[src/rtl/vx_issue_perf_ctrs_pkg.sv]
// Shared definitions for the issue-stage performance counters.
//
// Contents:
//   NUM_ISSUE_CTRS - number of counters (8).
//   CTR_*          - counter indices. They are also the field order in the
//                    snapshot word, with index 0 in the LSBs.
//   ex_unit_e      - execute-unit select encoding. Codes 5..7 are reserved.
//   snap_state_e   - snapshot FSM states.
//
// PERF_CTR_BITS supplies the default counter width. It falls back to 32 when
// the build does not define it.

`ifndef PERF_CTR_BITS
`define PERF_CTR_BITS 32
`endif

package vx_issue_perf_ctrs_pkg;

  localparam int NUM_ISSUE_CTRS = 8;

  localparam int CTR_IBF = 0;
  localparam int CTR_SCB = 1;
  localparam int CTR_LSU = 2;
  localparam int CTR_CSR = 3;
  localparam int CTR_ALU = 4;
  localparam int CTR_FPU = 5;
  localparam int CTR_GPU = 6;
  localparam int CTR_DUP = 7;

  typedef enum logic [2:0] {
    EX_ALU = 3'd0,
    EX_LSU = 3'd1,
    EX_CSR = 3'd2,
    EX_FPU = 3'd3,
    EX_GPU = 3'd4
  } ex_unit_e;

  typedef enum logic {
    SNAP_IDLE = 1'b0,
    SNAP_HOLD = 1'b1
  } snap_state_e;

endpackage

[src/rtl/vx_issue_perf_ctrs_if.sv]
// Bundles every signal between the issue pipeline and the perf-counter block.
//
// Signals:
//   Event inputs: ibf_valid/ready, scb_valid/ready, ex_valid/unit/ready and
//                 dup_access.
//   Control:      clr, a one-cycle pulse that zeroes all counters.
//   Counters:     the eight live counter values.
//   Snapshot:     snap_req, plus the snap_valid/snap_ready handshake that
//                 carries snap_data.
//
// Modports:
//   master - the pipeline side. It drives events and requests, and reads the
//            counters and the snapshot.
//   slave  - the counter block.

interface vx_issue_perf_ctrs_if #(
  parameter int CTR_BITS = `PERF_CTR_BITS,
  parameter int EX_BITS  = 3
);
  logic                  ibf_valid;
  logic                  ibf_ready;
  logic                  scb_valid;
  logic                  scb_ready;
  logic                  ex_valid;
  logic [EX_BITS-1:0]    ex_unit;
  logic                  ex_ready;
  logic                  dup_access;
  logic                  clr;

  logic [CTR_BITS-1:0]   ibf_stalls;
  logic [CTR_BITS-1:0]   scb_stalls;
  logic [CTR_BITS-1:0]   lsu_stalls;
  logic [CTR_BITS-1:0]   csr_stalls;
  logic [CTR_BITS-1:0]   alu_stalls;
  logic [CTR_BITS-1:0]   fpu_stalls;
  logic [CTR_BITS-1:0]   gpu_stalls;
  logic [CTR_BITS-1:0]   dup_accesses;

  logic                  snap_req;
  logic                  snap_valid;
  logic                  snap_ready;
  logic [8*CTR_BITS-1:0] snap_data;

  modport master (
    output ibf_valid, ibf_ready, scb_valid, scb_ready, ex_valid, ex_unit,
           ex_ready, dup_access, clr, snap_req, snap_ready,
    input  ibf_stalls, scb_stalls, lsu_stalls, csr_stalls, alu_stalls,
           fpu_stalls, gpu_stalls, dup_accesses, snap_valid, snap_data
  );

  modport slave (
    input  ibf_valid, ibf_ready, scb_valid, scb_ready, ex_valid, ex_unit,
           ex_ready, dup_access, clr, snap_req, snap_ready,
    output ibf_stalls, scb_stalls, lsu_stalls, csr_stalls, alu_stalls,
           fpu_stalls, gpu_stalls, dup_accesses, snap_valid, snap_data
  );
endinterface

[src/rtl/vx_issue_perf_ctrs_ctr.sv]
// A single event counter.
//
// Ports:
//   clk   - clock
//   rst   - asynchronous active-high reset (the port is named reset)
//   inc   - add one at the next edge
//   clr   - zero the counter at the next edge; clr wins over inc
//   value - current count
//
// Configuration macro PERF_CTR_SAT_EN:
//   defined   - the counter sticks at all-ones until clr or reset.
//   undefined - the counter wraps from all-ones to zero.

module vx_issue_perf_ctrs_ctr #(
  parameter int CTR_BITS = `PERF_CTR_BITS
) (
  input  logic                clk,
  input  logic                reset,
  input  logic                inc,
  input  logic                clr,
  output logic [CTR_BITS-1:0] value
);

  logic [CTR_BITS-1:0] value_q;
  logic [CTR_BITS-1:0] value_d;

  always_comb begin
    value_d = value_q;
    if (clr) begin
      value_d = '0;
    end else if (inc) begin
`ifdef PERF_CTR_SAT_EN
      if (value_q != {CTR_BITS{1'b1}}) begin
        value_d = value_q + CTR_BITS'(1);
      end
`else
      value_d = value_q + CTR_BITS'(1);
`endif
    end
  end

  always_ff @(posedge clk or posedge reset) begin
    if (reset) begin
      value_q <= '0;
    end else begin
      value_q <= value_d;
    end
  end

  assign value = value_q;

endmodule

[src/rtl/vx_issue_perf_ctrs.sv]
// Issue-stage performance counters.
//
// The block counts ibuffer, scoreboard, per-unit dispatch stalls and
// duplicate register-file accesses. It also offers a coherent snapshot of
// all eight counters.
//
// Ports:
//   clk   - clock
//   reset - asynchronous active-high reset
//   perf  - vx_issue_perf_ctrs_if.slave. It carries the event inputs, clr,
//           the live counters and the snapshot handshake.
//
// Timing: an event is registered into a stage flop at edge N, and its
// counter moves at edge N+1.
//
// Configuration: PERF_CTR_SAT_EN (see vx_issue_perf_ctrs_ctr) selects
// saturating counters instead of wrapping ones.

module vx_issue_perf_ctrs
  import vx_issue_perf_ctrs_pkg::*;
#(
  parameter int CTR_BITS = `PERF_CTR_BITS,
  parameter int EX_BITS  = 3
) (
  input logic                 clk,
  input logic                 reset,
  vx_issue_perf_ctrs_if.slave perf
);

  logic [NUM_ISSUE_CTRS-1:0]          events_d;
  logic [NUM_ISSUE_CTRS-1:0]          events_q;
  logic [CTR_BITS-1:0]                ctr_value [NUM_ISSUE_CTRS];
  logic [NUM_ISSUE_CTRS*CTR_BITS-1:0] live_packed;
  logic [NUM_ISSUE_CTRS*CTR_BITS-1:0] snap_data_d;
  logic [NUM_ISSUE_CTRS*CTR_BITS-1:0] snap_data_q;
  snap_state_e                        state_d;
  snap_state_e                        state_q;

  // Decode this cycle's events. A unit stall is charged to the selected
  // unit only. Reserved unit codes fall through and count nowhere.
  always_comb begin
    events_d          = '0;
    events_d[CTR_IBF] = perf.ibf_valid & ~perf.ibf_ready;
    events_d[CTR_SCB] = perf.scb_valid & ~perf.scb_ready;
    events_d[CTR_DUP] = perf.dup_access;
    if (perf.ex_valid & ~perf.ex_ready) begin
      case (perf.ex_unit)
        EX_BITS'(EX_ALU): events_d[CTR_ALU] = 1'b1;
        EX_BITS'(EX_LSU): events_d[CTR_LSU] = 1'b1;
        EX_BITS'(EX_CSR): events_d[CTR_CSR] = 1'b1;
        EX_BITS'(EX_FPU): events_d[CTR_FPU] = 1'b1;
        EX_BITS'(EX_GPU): events_d[CTR_GPU] = 1'b1;
        default: ;
      endcase
    end
  end

  // The stage always loads, even on clr. The counters ignore the stage
  // during clr, so stale events are dropped. Events that arrive together
  // with clr still land in the stage and are counted after the clear.
  always_ff @(posedge clk or posedge reset) begin
    if (reset) begin
      events_q <= '0;
    end else begin
      events_q <= events_d;
    end
  end

  for (genvar i = 0; i < NUM_ISSUE_CTRS; i++) begin : g_ctr
    vx_issue_perf_ctrs_ctr #(.CTR_BITS(CTR_BITS)) u_ctr (
      .clk   (clk),
      .reset (reset),
      .inc   (events_q[i]),
      .clr   (perf.clr),
      .value (ctr_value[i])
    );
  end

  always_comb begin
    live_packed = '0;
    for (int i = 0; i < NUM_ISSUE_CTRS; i++) begin
      live_packed[i*CTR_BITS +: CTR_BITS] = ctr_value[i];
    end
  end

  // Snapshot FSM. The capture uses the registered counter values, so a
  // capture that coincides with clr still sees the pre-clear counts.
  always_comb begin
    state_d     = state_q;
    snap_data_d = snap_data_q;
    case (state_q)
      SNAP_IDLE: begin
        if (perf.snap_req) begin
          state_d     = SNAP_HOLD;
          snap_data_d = live_packed;
        end
      end
      SNAP_HOLD: begin
        if (perf.snap_ready) begin
          state_d = SNAP_IDLE;
        end
      end
      default: state_d = SNAP_IDLE;
    endcase
  end

  always_ff @(posedge clk or posedge reset) begin
    if (reset) begin
      state_q     <= SNAP_IDLE;
      snap_data_q <= '0;
    end else begin
      state_q     <= state_d;
      snap_data_q <= snap_data_d;
    end
  end

  assign perf.ibf_stalls   = ctr_value[CTR_IBF];
  assign perf.scb_stalls   = ctr_value[CTR_SCB];
  assign perf.lsu_stalls   = ctr_value[CTR_LSU];
  assign perf.csr_stalls   = ctr_value[CTR_CSR];
  assign perf.alu_stalls   = ctr_value[CTR_ALU];
  assign perf.fpu_stalls   = ctr_value[CTR_FPU];
  assign perf.gpu_stalls   = ctr_value[CTR_GPU];
  assign perf.dup_accesses = ctr_value[CTR_DUP];
  assign perf.snap_valid   = (state_q == SNAP_HOLD);
  assign perf.snap_data    = snap_data_q;

endmodule

[src/flat_wrapper.sv]
// flat-port wrapper written by rule: the top's interface ports become plain ports
module vx_issue_perf_ctrs_flat import vx_issue_perf_ctrs_pkg::*;
#(
  parameter int CTR_BITS = `PERF_CTR_BITS,
  parameter int EX_BITS  = 3
)
  (clk, reset, perf_ibf_valid, perf_ibf_ready, perf_scb_valid, perf_scb_ready, perf_ex_valid, perf_ex_unit, perf_ex_ready, perf_dup_access, perf_clr, perf_snap_req, perf_snap_ready, perf_ibf_stalls, perf_scb_stalls, perf_lsu_stalls, perf_csr_stalls, perf_alu_stalls, perf_fpu_stalls, perf_gpu_stalls, perf_dup_accesses, perf_snap_valid, perf_snap_data);
  vx_issue_perf_ctrs_if #(.CTR_BITS(CTR_BITS), .EX_BITS(EX_BITS)) perf_i ();
  input logic clk;
  input logic reset;
  input wire logic [$bits(perf_i.ibf_valid)-1:0] perf_ibf_valid;
  input wire logic [$bits(perf_i.ibf_ready)-1:0] perf_ibf_ready;
  input wire logic [$bits(perf_i.scb_valid)-1:0] perf_scb_valid;
  input wire logic [$bits(perf_i.scb_ready)-1:0] perf_scb_ready;
  input wire logic [$bits(perf_i.ex_valid)-1:0] perf_ex_valid;
  input wire logic [$bits(perf_i.ex_unit)-1:0] perf_ex_unit;
  input wire logic [$bits(perf_i.ex_ready)-1:0] perf_ex_ready;
  input wire logic [$bits(perf_i.dup_access)-1:0] perf_dup_access;
  input wire logic [$bits(perf_i.clr)-1:0] perf_clr;
  input wire logic [$bits(perf_i.snap_req)-1:0] perf_snap_req;
  input wire logic [$bits(perf_i.snap_ready)-1:0] perf_snap_ready;
  output wire logic [$bits(perf_i.ibf_stalls)-1:0] perf_ibf_stalls;
  output wire logic [$bits(perf_i.scb_stalls)-1:0] perf_scb_stalls;
  output wire logic [$bits(perf_i.lsu_stalls)-1:0] perf_lsu_stalls;
  output wire logic [$bits(perf_i.csr_stalls)-1:0] perf_csr_stalls;
  output wire logic [$bits(perf_i.alu_stalls)-1:0] perf_alu_stalls;
  output wire logic [$bits(perf_i.fpu_stalls)-1:0] perf_fpu_stalls;
  output wire logic [$bits(perf_i.gpu_stalls)-1:0] perf_gpu_stalls;
  output wire logic [$bits(perf_i.dup_accesses)-1:0] perf_dup_accesses;
  output wire logic [$bits(perf_i.snap_valid)-1:0] perf_snap_valid;
  output wire logic [$bits(perf_i.snap_data)-1:0] perf_snap_data;
  assign perf_i.ibf_valid = perf_ibf_valid;
  assign perf_i.ibf_ready = perf_ibf_ready;
  assign perf_i.scb_valid = perf_scb_valid;
  assign perf_i.scb_ready = perf_scb_ready;
  assign perf_i.ex_valid = perf_ex_valid;
  assign perf_i.ex_unit = perf_ex_unit;
  assign perf_i.ex_ready = perf_ex_ready;
  assign perf_i.dup_access = perf_dup_access;
  assign perf_i.clr = perf_clr;
  assign perf_i.snap_req = perf_snap_req;
  assign perf_i.snap_ready = perf_snap_ready;
  assign perf_ibf_stalls = perf_i.ibf_stalls;
  assign perf_scb_stalls = perf_i.scb_stalls;
  assign perf_lsu_stalls = perf_i.lsu_stalls;
  assign perf_csr_stalls = perf_i.csr_stalls;
  assign perf_alu_stalls = perf_i.alu_stalls;
  assign perf_fpu_stalls = perf_i.fpu_stalls;
  assign perf_gpu_stalls = perf_i.gpu_stalls;
  assign perf_dup_accesses = perf_i.dup_accesses;
  assign perf_snap_valid = perf_i.snap_valid;
  assign perf_snap_data = perf_i.snap_data;
  vx_issue_perf_ctrs #(.CTR_BITS(CTR_BITS), .EX_BITS(EX_BITS)) u_core (.clk(clk), .reset(reset), .perf(perf_i));
endmodule
[config.mk]
export PLATFORM = sky130hd
export DESIGN_NAME = vx_issue_perf_ctrs_flat
export DESIGN_NICKNAME = d
export VERILOG_FILES = /design/src/rtl/vx_issue_perf_ctrs_pkg.sv /design/src/rtl/vx_issue_perf_ctrs_if.sv /design/src/rtl/vx_issue_perf_ctrs_ctr.sv /design/src/rtl/vx_issue_perf_ctrs.sv /design/src/flat_wrapper.sv
export SDC_FILE = /design/constraint.sdc
export NUM_CORES = 1
export LEC_CHECK = 0
export CORE_MARGIN = 2
export CORE_UTILIZATION = 30
export DETAILED_ROUTE_END_ITERATION = 12
export SYNTH_ARGS = -nofsm -noshare
export SYNTH_HDL_FRONTEND = slang
export SYNTH_SLANG_ARGS = --single-unit
export TNS_END_PERCENT = 100
[constraint.sdc]
create_clock -name clk -period 23.5 [get_ports clk]
set_input_delay 4.7 -clock clk [delete_from_list [all_inputs] [get_ports clk]]
set_output_delay 4.7 -clock clk [all_outputs]
set_load 0.1 [all_outputs]
==> results.json <==
{
  "outcome": "completed",
  "cp-end-kind": "asynchronous set/reset pin",
  "crit_path_max_incr_delay_ns": 0.88,
  "finalCritPeriodShare": 0.306,
  "syn_nets": 2014,
  "antenna_found_initial": 3,
  "h-tree-depth": 2,
  "dieArea_mm2": 0.0784,
  "path_clk_slew_ns": 0.06,
  "fp.dieH_um": 280,
  "cts_tree": "built",
  "synth.ff_latch_count": 521,
  "holdPathStages": 2,
  "drt-vias-per-instance": 5.14,
  "p_per_area_mw_per_mm2": 63.1,
  "hold_end": "u_core.perf.snap_data[248]$_DFFE_PP0P_",
  "fillers": 7115,
  "yosys.area.top_type": "dfrtp_1",
  "vias": 18000,
  "dp_cells": 3393,
  "layoutNonFillerInstCount": 3506,
  "path_depth": 4,
  "critPathBufInv": 4,
  "clk_path_buf_depth": 3,
  "layout_common_cells": "521 x clkdlybuf4s50_1, 521 x dfrtp_1, 248 x mux2_2",
  "grt_max_degree": 165,
  "grt_first_pass_wirelength_um": 105000,
  "hpwl_um": 46700,
  "yosysTopAreaCellShare": 0.571,
  "cp_slowest_cell": "buf_4",
  "synth-adder-area-share": 0.00438,
  "grt_pass1_vias": 17900,
  "ys.warnings.count": 0,
  "nets": 2499,
  "worstPathCellList": "clkdlybuf4s50_1 > inv_8 > buf_4 > buf_4",
  "cts_made_buffers": 59,
  "max_slew_margin": 0.254,
  "clock_latency_ns": 0.62,
  "hp-class": "reg2reg",
  "io_pins": 528,
  "p_leak_nw": 13.0,
  "arrival_ns": 7.75,
  "slew_viol_final": 0,
  "route.detailed.drc": 0,
  "min_from": "u_core.perf.snap_data[248]$_DFFE_PP0P_",
  "post-cts-setup-buffers": 0,
  "required_ns": 24.07,
  "wire_per_inst_um": 19.2,
  "synth-simple-area-share": 0.164,
  "rr_startpoint": "u_core.g_ctr[2].u_ctr.value[0]$_DFFE_PP0P_",
  "grt_setup_unrepaired": "no",
  "cts_resized": 0,
  "clock-sinks": 521,
  "cp_top_family": "buffers and inverters",
  "async_reset_ff_frac": 1.00,
  "reg2reg_slack_ns": 20.88,
  "drt-total-wl_um": 67400,
  "ir_drop_mv": 0.0617,
  "die_x_um": 280,
  "drive_above_1_share": 0.147,
  "grt_overflow": 0,
  "r2r-end": "u_core.g_ctr[2].u_ctr.value[20]$_DFFE_PP0P_",
  "areaGrowthSynthToFinish_pct": 35.9,
  "rows": 101,
  "drv_cap": 0,
  "syn_inst": 1991,
  "synthMuxAreaShare": 0.126,
  "synth_xor_area_frac": 0.0341,
  "synth_cell_types": 36,
  "portBuffers": 527,
  "place_congestion": 0.813,
  "hold_viol_final": 0,
  "min_period_ns": 7.18,
  "cp-start-kind": "primary input",
  "drtPass1Iterations": 5,
  "ys_seq_area_frac": 0.571,
  "cp_max_fo": 142,
  "synth_compound_area_frac": 0.0772,
  "setup_tns_ns": 0,
  "core_area_mm2": 0.0757,
  "cts-root-buf": "clkbuf_16",
  "postRouteAntennaNets": 0,
  "hold_buffers": 0,
  "finalPower_w": 0.00196,
  "syn_area_per_cell_um2": 11.5,
  "worstMarginPinSlew_ns": 1.11,
  "worstSetupPathType": "in2async",
  "synth_edf_count": 0,
  "clock.fmax_mhz": 139,
  "synth.area.top_cells": "dfrtp_1 57%, mux2_2 12%, a21oi_1 3.0%",
  "synthFlopType": "dfrtp_1",
  "synth_top_family_by_area": "simple AND/OR/NAND/NOR gates",
  "setup_viol": 0,
  "drtIter0Drc": 1048,
  "start_util": 0.302,
  "rr_worst_depth": 5,
  "finalClockSkew_ns": 0.0226,
  "syn_area_mm2": 0.0228,
  "cpMostUsedCell": "buf_4",
  "grt_use_total": 0.167
}
sequential cells by signal (all words and copies together), names as in the netlist:
signal                    count
u_core.g_ctr.u_ctr.value    256
u_core.perf.snap_data       256
u_core.events_q               8
u_core.perf.snap_valid        1
layer usage:
layer	GRT usage	routed length, um
met5	0	0
met4	0.0420	1160
met3	0.0411	4180
met2	0.280	32900
met1	0.215	29100
where the power goes:
part           leakage, nW  switching (W)  internal, W
Sequential            7.27     0.00000386     0.000901
Combinational         4.68      0.0000726    0.0000246
Clock                 1.01       0.000382     0.000575
Total                 13.0       0.000459      0.00150
cells in the mapped netlist (all sizes together) (2+ instances only):
cell	n
clkbuf	100
nand3b	2
nor4b	2
nor3b	4
or4	92
xnor2	29
nand2	118
inv	31
nor4	21
nand3	73
nor3	8
and2	15
nor2b	20
buf	11
or2	2
and4	44
a21oi	139
mux2i	8
dfrtp	521
xor2	60
nand4	70
and3	24
nor2	121
or3	51
ha	8
o31ai	89
mux2	248
o21ai	78
layout make-up:
| type | instances | area [um^2] | share of cell area |
|---|---|---|---|
| Inverter | 31 | 124 | 0.00399 |
| Antenna cell | 4 | 10.0 | 0.000322 |
| Tap cell | 978 | 1220 | 0.0394 |
| Clock buffer | 84 | 1760 | 0.0568 |
| Sequential cell | 521 | 13000 | 0.420 |
| Multi-Input combinational cell | 1328 | 9260 | 0.298 |
| Timing Repair Buffer | 535 | 5350 | 0.172 |
| Clock inverter | 25 | 278 | 0.00895 |
how the worst max path moves through the flow:
stage / start / to / slack, ns
after floorplan: reset / u_core.events_q[0]$_DFF_PP0_ / 4.24
after global placement: reset / u_core.g_ctr[5].u_ctr.value[26]$_DFFE_PP0P_ / 15.58
after detailed placement: reset / u_core.g_ctr[5].u_ctr.value[29]$_DFFE_PP0P_ / 15.49
after CTS: reset / u_core.g_ctr[5].u_ctr.value[24]$_DFFE_PP0P_ / 16.16
after global routing: reset / u_core.g_ctr[5].u_ctr.value[26]$_DFFE_PP0P_ / 15.78
final: reset / u_core.g_ctr[5].u_ctr.value[24]$_DFFE_PP0P_ / 16.32
stage by stage:
step | setup slack, ns | instance area, um^2 | util | hold WS [ns]
floorplan | 4.24 | 22800 | - | 0.568
global placement | 15.58 | 29000 | 0.383 | 0.464
detailed placement | 15.49 | 29000 | 0.383 | 0.470
CTS | 16.16 | 31000 | 0.410 | 0.483
global route | 15.78 | 31000 | 0.410 | 0.499
finish | 16.32 | 31100 | 0.410 | 0.480
cell families (layout without fill, tap and decap cells):
group                      Yosys count  in the layout
AOI/OAI and AO/OA                  307            307
xor gates and xnor gates            89             89
adders and majority gates            8              8
buffers and inverters              142            675
DFF                                521            521
muxes                              256            256
other                                0              4
and+or+nand+nor                    668            668
worst min-delay path, delay by kind of cell (launching register included):
family | cells | cell delay [ns]
simple gates | 1 | 0.05
compound gates | 1 | 0.06
flops | 1 | 0.34
Note: power is estimated with default switching activity, not from simulation.
